[config.mk]
export PLATFORM = sky130hd
export DESIGN_NAME = mdu_exec_unit
export DESIGN_NICKNAME = d
export VERILOG_FILES = /design/src/rtl/mdu_exec_unit.sv
export SDC_FILE = /design/constraint.sdc
export NUM_CORES = 2
export LEC_CHECK = 0
export CORE_MARGIN = 5
export CORE_UTILIZATION = 49
export CTS_BUF_LIST = sky130_fd_sc_hd__clkbuf_16
export DETAILED_ROUTE_END_ITERATION = 8
export GPL_TIMING_DRIVEN = 0
export HOLD_SLACK_MARGIN = 0.08
export PLACE_DENSITY = 0.68
export SLEW_MARGIN = 25
export SYNTH_ARGS = -nofsm -noshare
export SYNTH_HDL_FRONTEND = slang
export SYNTH_SLANG_ARGS = --single-unit
[constraint.sdc]
create_clock -name clk_i -period 7.5 [get_ports clk_i]
set_clock_uncertainty 0.1 [all_clocks]
set_input_delay 1.5 -clock clk_i [delete_from_list [all_inputs] [get_ports clk_i]]
set_output_delay 1.5 -clock clk_i [all_outputs]
set_load 0.01 [all_outputs]
[src/rtl/mdu_exec_unit.sv]
// mdu_exec_unit: iterative RV32M multiply/divide unit between the reservation
// station (issue handshake) and the CDB arbiter (result handshake).
// Multiplies take 2 cycles; divides use a radix-2 restoring loop of
// DATA_WIDTH iterations, with divide-by-zero and signed overflow resolved
// immediately.
// Optional build macro MDU_EARLY_OUT_EN: a divide whose dividend magnitude is
// below the divisor magnitude completes immediately with quotient 0.
module mdu_exec_unit #(
    parameter int unsigned DATA_WIDTH     = 32,
    parameter int unsigned ROB_ADDR_WIDTH = 5
) (
    input  logic                      clk_i,
    input  logic                      rst_i,
    input  logic                      flush_i,
    input  logic                      issue_valid_i,
    output logic                      issue_ready_o,
    input  logic [31:0]               issue_opcode_i,
    input  logic [DATA_WIDTH-1:0]     issue_v_rs1_i,
    input  logic [DATA_WIDTH-1:0]     issue_v_rs2_i,
    input  logic [ROB_ADDR_WIDTH-1:0] issue_rob_tag_i,
    output logic                      result_valid_o,
    input  logic                      result_ready_i,
    output logic [ROB_ADDR_WIDTH-1:0] result_rob_tag_o,
    output logic [DATA_WIDTH-1:0]     result_data_o,
    output logic                      busy_o
);

    localparam int unsigned MSB    = DATA_WIDTH - 1;
    localparam int unsigned CNT_W  = $clog2(DATA_WIDTH);
    localparam int unsigned PROD_W = 2 * DATA_WIDTH + 2;

    typedef enum logic [1:0] {
        S_IDLE,
        S_MUL,
        S_DIV,
        S_DONE
    } state_t;

    state_t                state_q;
    logic [CNT_W-1:0]      cnt_q;
    logic [2:0]            f3_q;
    logic                  sa_q;
    logic                  sb_q;
    logic                  neg_q_q;
    logic                  neg_r_q;
    logic [DATA_WIDTH-1:0] opa_q;
    logic [DATA_WIDTH-1:0] opb_q;
    logic [DATA_WIDTH-1:0] quo_q;
    logic [DATA_WIDTH-1:0] rem_q;

    // Handshake-facing status, all derived from the registered state
    assign issue_ready_o  = (state_q == S_IDLE);
    assign busy_o         = (state_q != S_IDLE);
    assign result_valid_o = (state_q == S_DONE) && !flush_i;

    // Issue-side decode of the incoming instruction
    logic [2:0]            f3_c;
    logic                  is_div_c;
    logic                  div_signed_c;
    logic                  rs1_neg_c;
    logic                  rs2_neg_c;
    logic [DATA_WIDTH-1:0] mag1_c;
    logic [DATA_WIDTH-1:0] mag2_c;
    logic                  div_zero_c;
    logic                  div_ovf_c;
    logic                  accept_c;

    assign f3_c         = issue_opcode_i[14:12];
    assign is_div_c     = f3_c[2];
    assign div_signed_c = f3_c[2] & ~f3_c[0];
    assign rs1_neg_c    = div_signed_c & issue_v_rs1_i[MSB];
    assign rs2_neg_c    = div_signed_c & issue_v_rs2_i[MSB];
    assign mag1_c       = rs1_neg_c ? -issue_v_rs1_i : issue_v_rs1_i;
    assign mag2_c       = rs2_neg_c ? -issue_v_rs2_i : issue_v_rs2_i;
    assign div_zero_c   = (issue_v_rs2_i == '0);
    assign div_ovf_c    = div_signed_c
                          && (issue_v_rs1_i == {1'b1, {(DATA_WIDTH-1){1'b0}}})
                          && (issue_v_rs2_i == '1);
    assign accept_c     = issue_valid_i && (state_q == S_IDLE) && !flush_i;

    // Divides that resolve without iterating
    logic                  spec_c;
    logic [DATA_WIDTH-1:0] spec_q_c;
    logic [DATA_WIDTH-1:0] spec_r_c;

    always_comb begin
        spec_c   = 1'b0;
        spec_q_c = '0;
        spec_r_c = '0;
        if (div_zero_c) begin
            spec_c   = 1'b1;
            spec_q_c = '1;
            spec_r_c = issue_v_rs1_i;
        end else if (div_ovf_c) begin
            spec_c   = 1'b1;
            spec_q_c = issue_v_rs1_i;
            spec_r_c = '0;
        end
`ifdef MDU_EARLY_OUT_EN
        else if (mag1_c < mag2_c) begin
            spec_c   = 1'b1;
            spec_q_c = '0;
            spec_r_c = issue_v_rs1_i;
        end
`endif
    end

    // Signed 33x33 product covering MUL/MULH/MULHSU/MULHU
    logic signed [DATA_WIDTH:0] a_s_c;
    logic signed [DATA_WIDTH:0] b_s_c;
    logic signed [PROD_W-1:0]   prod_c;

    assign a_s_c  = {sa_q & opa_q[MSB], opa_q};
    assign b_s_c  = {sb_q & opb_q[MSB], opb_q};
    assign prod_c = PROD_W'(a_s_c) * PROD_W'(b_s_c);

    // One restoring-division step on the magnitudes
    logic [DATA_WIDTH:0]   rem_sh_c;
    logic [DATA_WIDTH:0]   diff_c;
    logic                  geq_c;
    logic [DATA_WIDTH-1:0] rem_nx_c;
    logic [DATA_WIDTH-1:0] quo_nx_c;
    logic [DATA_WIDTH-1:0] q_fix_c;
    logic [DATA_WIDTH-1:0] r_fix_c;

    assign rem_sh_c = {rem_q, quo_q[MSB]};
    assign diff_c   = rem_sh_c - {1'b0, opb_q};
    assign geq_c    = ~diff_c[DATA_WIDTH];
    assign rem_nx_c = geq_c ? diff_c[DATA_WIDTH-1:0] : rem_sh_c[DATA_WIDTH-1:0];
    assign quo_nx_c = {quo_q[MSB-1:0], geq_c};
    assign q_fix_c  = neg_q_q ? -quo_nx_c : quo_nx_c;
    assign r_fix_c  = neg_r_q ? -rem_nx_c : rem_nx_c;

    // Instruction-word fields the dispatcher already guarantees, plus product guard bits
    logic unused_c;
    assign unused_c = ^{issue_opcode_i[31:15], issue_opcode_i[11:0],
                        prod_c[PROD_W-1:2*DATA_WIDTH]};

    // State machine, operand capture, iteration and result registers
    always_ff @(posedge clk_i) begin
        if (rst_i) begin
            state_q          <= S_IDLE;
            cnt_q            <= '0;
            f3_q             <= '0;
            sa_q             <= 1'b0;
            sb_q             <= 1'b0;
            neg_q_q          <= 1'b0;
            neg_r_q          <= 1'b0;
            opa_q            <= '0;
            opb_q            <= '0;
            quo_q            <= '0;
            rem_q            <= '0;
            result_rob_tag_o <= '0;
            result_data_o    <= '0;
        end else if (flush_i) begin
            state_q <= S_IDLE;
            cnt_q   <= '0;
        end else begin
            case (state_q)
                S_IDLE: begin
                    if (accept_c) begin
                        result_rob_tag_o <= issue_rob_tag_i;
                        f3_q             <= f3_c;
                        sa_q             <= (f3_c == 3'b001) || (f3_c == 3'b010);
                        sb_q             <= (f3_c == 3'b001);
                        neg_q_q          <= rs1_neg_c ^ rs2_neg_c;
                        neg_r_q          <= rs1_neg_c;
                        opa_q            <= issue_v_rs1_i;
                        opb_q            <= is_div_c ? mag2_c : issue_v_rs2_i;
                        quo_q            <= mag1_c;
                        rem_q            <= '0;
                        cnt_q            <= '0;
                        if (!is_div_c) begin
                            state_q <= S_MUL;
                        end else if (spec_c) begin
                            result_data_o <= f3_c[1] ? spec_r_c : spec_q_c;
                            state_q       <= S_DONE;
                        end else begin
                            state_q <= S_DIV;
                        end
                    end
                end
                S_MUL: begin
                    result_data_o <= (f3_q == 3'b000) ? prod_c[DATA_WIDTH-1:0]
                                                      : prod_c[2*DATA_WIDTH-1:DATA_WIDTH];
                    state_q       <= S_DONE;
                end
                S_DIV: begin
                    rem_q <= rem_nx_c;
                    quo_q <= quo_nx_c;
                    if (cnt_q == CNT_W'(DATA_WIDTH - 1)) begin
                        result_data_o <= f3_q[1] ? r_fix_c : q_fix_c;
                        cnt_q         <= '0;
                        state_q       <= S_DONE;
                    end else begin
                        cnt_q <= cnt_q + 1'b1;
                    end
                end
                S_DONE: begin
                    if (result_ready_i) begin
                        state_q <= S_IDLE;
                    end
                end
                default: state_q <= S_IDLE;
            endcase
        end
    end

endmodule

Word-level counts from Yosys, hierarchy flattened
Cells that the tools add are included.
W data, S select, Z words.
Storage, ports and cells
  register bits: 179
  bits in latches: 0
  memory bits (writable): 0
  memory bits (read-only): 0
  input bits: 106
  output and inout port bits: 40
  logic and storage cells: 93
  memories: 0
Operators by class
  add/subtract/negate cells: 6
  $mul: 1
  div/mod/pow operators: 0
  magnitude comparators: 0
  equal/unequal tests: 13
  shift-type cells: 0
  muxes and demuxes: 32
  bitwise logic cells: 9
  reduce and logical (&&, ||, !) cells: 19
Operators by type and width (count)
  $mux W32: 18
  $neg A32 Y32: 4
  $pmux W32 S2: 2
  $pmux W32 S3: 1
  $eq A32 B32 Y1 const B: 2
  $mul A33 B33 Y64: 1
  $sub A33 B32 Y33: 1
  $logic_not A32 Y1: 1
  $mux W5: 2
  $pmux W5 S2: 1
  $reduce_and A3 Y1: 3
  $mux W2: 4
  $pmux W2 S4: 1
  $ne A2 B1 Y1 const B: 3
  $reduce_and A6 Y1: 1
  $add A5 B1 Y5 const B: 1
  $and A1 B1 Y1: 5
  $eq A5 B5 Y1 const B: 1
  $logic_and A1 B1 Y1: 5
  $eq A2 B2 Y1 const B: 2
  $ne A2 B2 Y1 const B: 2
  $reduce_bool A2 Y1: 2
  $eq A3 B1 Y1 const B: 1
  $eq A3 B2 Y1 const B: 1
  other kinds (11): 15

Logic depth before layout (Yosys ltp)
  depth in word-level cells: 11
  mapped depth: 32
  mapped depth without buffers: 29

Least setup slack after synthesis
No wires, ideal clock.
  kind: reg2reg
  start: reg sa_q
  end: reg result_data_o[28]
  library setup time: 138 ps
  arrival time: 7995 ps
  data required time: 7262 ps
  setup slack: -733 ps
  cell stages (with the launch flop): 29
  buffers on the path: 2
  clock period less this slack: 8233 ps
  cell sequence: dfxtp_1 > and2_1 > clkbuf_1 > clkbuf_1 > nand2_1 > inv_1 > fa_1 > inv_1 > fa_1 > inv_1 > fa_1 > fa_1 > inv_1 > fa_1 > inv_1 > fa_1 > inv_1 > fa_1 > fa_1 > inv_1 > ha_1 > and3_1 > nand2_1 > a211oi_1 > o31ai_1 > a211oi_1 > mux2_2 > o41ai_1 > o211ai_1
Between the ends
  cells in the longest elaborated chain, start to end: 4
Ends and longest elaborated chain
  from (decl): line 42  | logic sa_q;
  from (signal assigned): line 164  | sa_q <= (f3_c == 3'b001) || (f3_c == 3'b010);
  $and A1 B1 Y1: line 113  | assign a_s_c = {sa_q & opa_q[MSB], opa_q};
  $mul A33 B33 Y64: line 115  | assign prod_c = PROD_W'(a_s_c) * PROD_W'(b_s_c);
  $mux W32: line 184  | result_data_o <= (f3_q == 3'b000) ? prod_c[DATA_WIDTH-1:0]
  $pmux W32 S3: line 159  | case (state_q)
  to (signal assigned): line 176  | result_data_o <= f3_c[1] ? spec_r_c : spec_q_c;
  to (signal assigned): line 184
  to (signal assigned): line 192  | result_data_o <= f3_q[1] ? r_fix_c : q_fix_c;
  to (decl): line 24  | output logic [DATA_WIDTH-1:0] result_data_o,
No other way between the ends.
A chain may end at the register's enable or synchronous reset.

Worst setup path in the final report
  start: reg opb_q[31]
  end: reg result_data_o[30]
Between the ends
  cells in the longest elaborated chain, start to end: 7
  elaborated cells between the ends (all ways): 13
  classes of those cells: add/sub (3); mul (1); mux (7); bitwise (2)
Ends and longest elaborated chain
  from (decl): line 47  | logic [DATA_WIDTH-1:0] opb_q;
  from (signal assigned): line 169  | opb_q <= is_div_c ? mag2_c : issue_v_rs2_i;
  $sub A33 B32 Y33: line 127  | assign diff_c = rem_sh_c - {1'b0, opb_q};
  $mux W32 or $not A1 Y1 (tied branches): line 129, 128
  $neg A32 Y32 (on tied branches): line 132, 131
  $mux W32 (on tied branches): line 132, 131
  $mux W32: line 192
  $mux W32: line 191  | if (cnt_q == CNT_W'(DATA_WIDTH - 1)) begin
  $pmux W32 S3 *: line 159
Mark *: on every way between the ends. The rest lies on a longest branch, timed or not. The select of a mux whose other input is x is not followed.

==> impl_metrics.csv <==
group,metric,value,unit
layout,final_cell_mix,"inv_1 (1,161), fa_1 (1,092), nand2_1 (1,006)",
cts,htreeDepth,4,
floorplan,dieArea,112000,µm²
routing,drt-wirelength-per-cell,28.4,µm
sta,final-setup-viol-count,32,
sta,finalHoldViolCount,0,
floorplan,die_x,334,µm
sta,finalCriticalPeriod,8510,ps
sta,rsz0062_at_grt,"yes",
setup_path,start_kind,"flip-flop",
cts,clk_pin_slew,90,ps
cts,cts_tree,"done",
logic_synthesis,ys_types,95,
setup_path,required,7710,ps
routing,route.detailed.drc,0,
setup_path,cp-end-kind,"flip-flop",
floorplan,fp.dieH,334,µm
layout,syn_to_final_growth,16.4,%
routing,final_antenna_net_count,0,
power_and_ir_drop,power.leakage,27.3,nW
routing,vias,46100,
run_status,violations,"negative setup slack",
logic_synthesis,yosys_register_bits,179,
placed_design,port_buffers,113,
logic_synthesis,syn_area,51500,µm²
routing,firstDrtPassIters,6,
logic_synthesis,ys_seq_area_share,6.96,%
power_and_ir_drop,ir_drop,160,µV
cts,clk_latency,480,ps
cts,cts_buffers,17,
cts,clock_sinks,179,
sta,tightest_slew,1110,ps
routing,via_per_inst,5.93,
placed_design,place_worst_setup_slack,-2650,ps
setup_path,crit_arrival,8730,ps
power_and_ir_drop,power_density,86.3,nW/µm²
logic_synthesis,yosysWarnings,0,
sta,clock.fmax,117,MHz
placed_design,dp_hpwl,181000,µm
floorplan,ios,146,
floorplan,floorplan.initialDensity,49.5,%
logic_synthesis,async_flop_share,0,%
cts,ctsHoldBuffers,0,
logic_synthesis,synth_nets,7578,
layout,drive_gt1_share,12.3,%
global_routing,grt_max_degree,25,
power_and_ir_drop,finalPower,5.17,mW
run,drv_cap,0,
logic_synthesis,synthFlopType,"dfxtp_1",
sta,fin_setup_tns,-19670,ps
logic_synthesis,synth_edf_count,0,
min_path,hold_class,"flip-flop to flip-flop",
layout,instances_no_fill,7771,
layout,layout_commonest_cell,"inv_1",
cts,clk_path_buf_depth,2,
layout,multiInputGateArea,43600,µm²
placed_design,dp.cells,7584,
routing,wl,220000,µm
placed_design,placed_area,54600,µm²
run_status,status,"finished, violations left",
floorplan,core_area,104000,µm²
sta,slew_headroom,24.8,%
layout,ff_latch_area,3790,µm²
global_routing,grt_pass1_wl,318000,µm
global_routing,gr-usage-all-layers,39.1,%
logic_synthesis,avgSynthCellArea,8.45,µm²
floorplan,num_rows,118,
routing,drtIter0Drc,5300,
global_routing,gr-total-overflow,0,
sta,final.setup.worst_slack,-1010,ps
layout,nets,7850,
global_routing,grt_antenna_before_repair,20,
layout,final_util,57.7,%
layout,final_area,59900,µm²
placed_design,gp_congestion,1.04,
sta,fin_crit_sh,114,%
setup_path,path_max_fanout,10,
global_routing,grt_pass1_vias,46200,
layout,fillers,9379,
setup_path,critical_path_class,"flip-flop to flip-flop",
sta,final_max_slew_viol_count,0,
cts,cts_root_buffer,"clkbuf_16",
sta,whs,356,ps
logic_synthesis,synth_cells,6090,
-- area by class of cell --
class	instances	area share (%)
antenna	16	0.0668
clock inverter	15	0.265
timing repair buffer	281	4.36
buffer	328	5.06
clock buffer	17	0.710
tap	1380	2.88
sequential	179	6.33
multi-input combinational	4362	72.8
inverter	1193	7.50
-- registers in the layout, indices dropped and copies added (netlist names) --
name and count:
cnt_q 5, f3_q 3, neg_q_q 1, neg_r_q 1, opa_q 32, opb_q 32
quo_q 32, rem_q 32, result_data_o 32, result_rob_tag_o 5, sa_q 1, sb_q 1
state_q 2
-- per-layer routing --
| layer | wire (µm) | vias to the layer above | global-route usage, % |
|---|---|---|---|
| li1 | - | 19200 | - |
| met5 | 108 | - | 0 |
| met2 | 91800 | 2953 | 57.1 |
| met1 | 84300 | 23200 | 52.3 |
| met3 | 29400 | 644 | 13.4 |
| met4 | 14800 | 16 | 19.4 |
-- repair_timing --
action                                  CTS  global route
cloned                                    1             0
endpoints found under the setup margin   32            32
pin swaps                                89            98
gates resized for setup                 754           160
setup buffers                           116            51
-- worst max-delay path, cell delays in order, from the launching register on --
cell	delay (ps)
dfxtp_4	510
nand2_4	190
clkbuf_2	350
nor2_1	230
fa_1	470
fa_1	520
fa_1	430
fa_1	530
fa_1	680
fa_1	500
fa_1	500
inv_1	50
fa_1	500
inv_1	50
ha_1	480
nand2_1	150
nor2_1	180
a211oi_2	50
buf_4	170
a211oi_4	370
buf_4	180
buf_6	100
o2111ai_4	150
a21oi_4	270
a21oi_2	120
mux2i_4	330
a311oi_1	150
-- logic make-up after synthesis --
logic type               Yosys count  synth area share, %
AND/OR/NAND/NOR                 1950                 17.7
flip-flops                       179                 6.96
AO/OA/AOI/OAI                    802                 10.0
XOR/XNOR                         196                 3.34
multiplexers                      32                0.644
adder cells (fa/ha/maj)         1382                 50.0
buffers and inverters           1549                 11.3
-- report_power, final --
part	internal [mW]	total, mW	switching, mW	leakage, nW
Sequential	0.979	1.10	0.123	1.50
Clock	0.448	0.944	0.496	0.286
Combinational	1.13	3.13	1.99	25.6
-- worst paths after layout --
check,slack (ps),startpoint,endpoint,cells after the start
min,360,result_data_o[2],result_data_o[2],2
max reg2reg,-1010,opb_q[31],result_data_o[30],26
max,-1010,opb_q[31],result_data_o[30],26
min reg2reg,360,result_data_o[2],result_data_o[2],2
-- synth_stat cells (22+ instances only) --
cell      count  area (µm²)
a211oi_1     48         360
or3_1        26         163
fa_1       1126       22500
a21o_1       49         368
xnor2_1     113         990
mux2i_1      23         230
nor2_1      222         833
a22oi_1      25         188
a21oi_1     239        1200
a31oi_1      22         138
and2_1      377        2360
inv_1      1191        4470
nor3_1       63         315
o31ai_1      31         233
o21ai_0     156         781
xor2_1       83         727
nand4_1      29         181
dfxtp_1     179        3580
nand3_1      36         180
nand2_1    1024        3840
clkbuf_1    336        1260
and3_1       41         257
o21ai_1      35         175
ha_1        256        3200
Power figures use the tool's default switching activity.
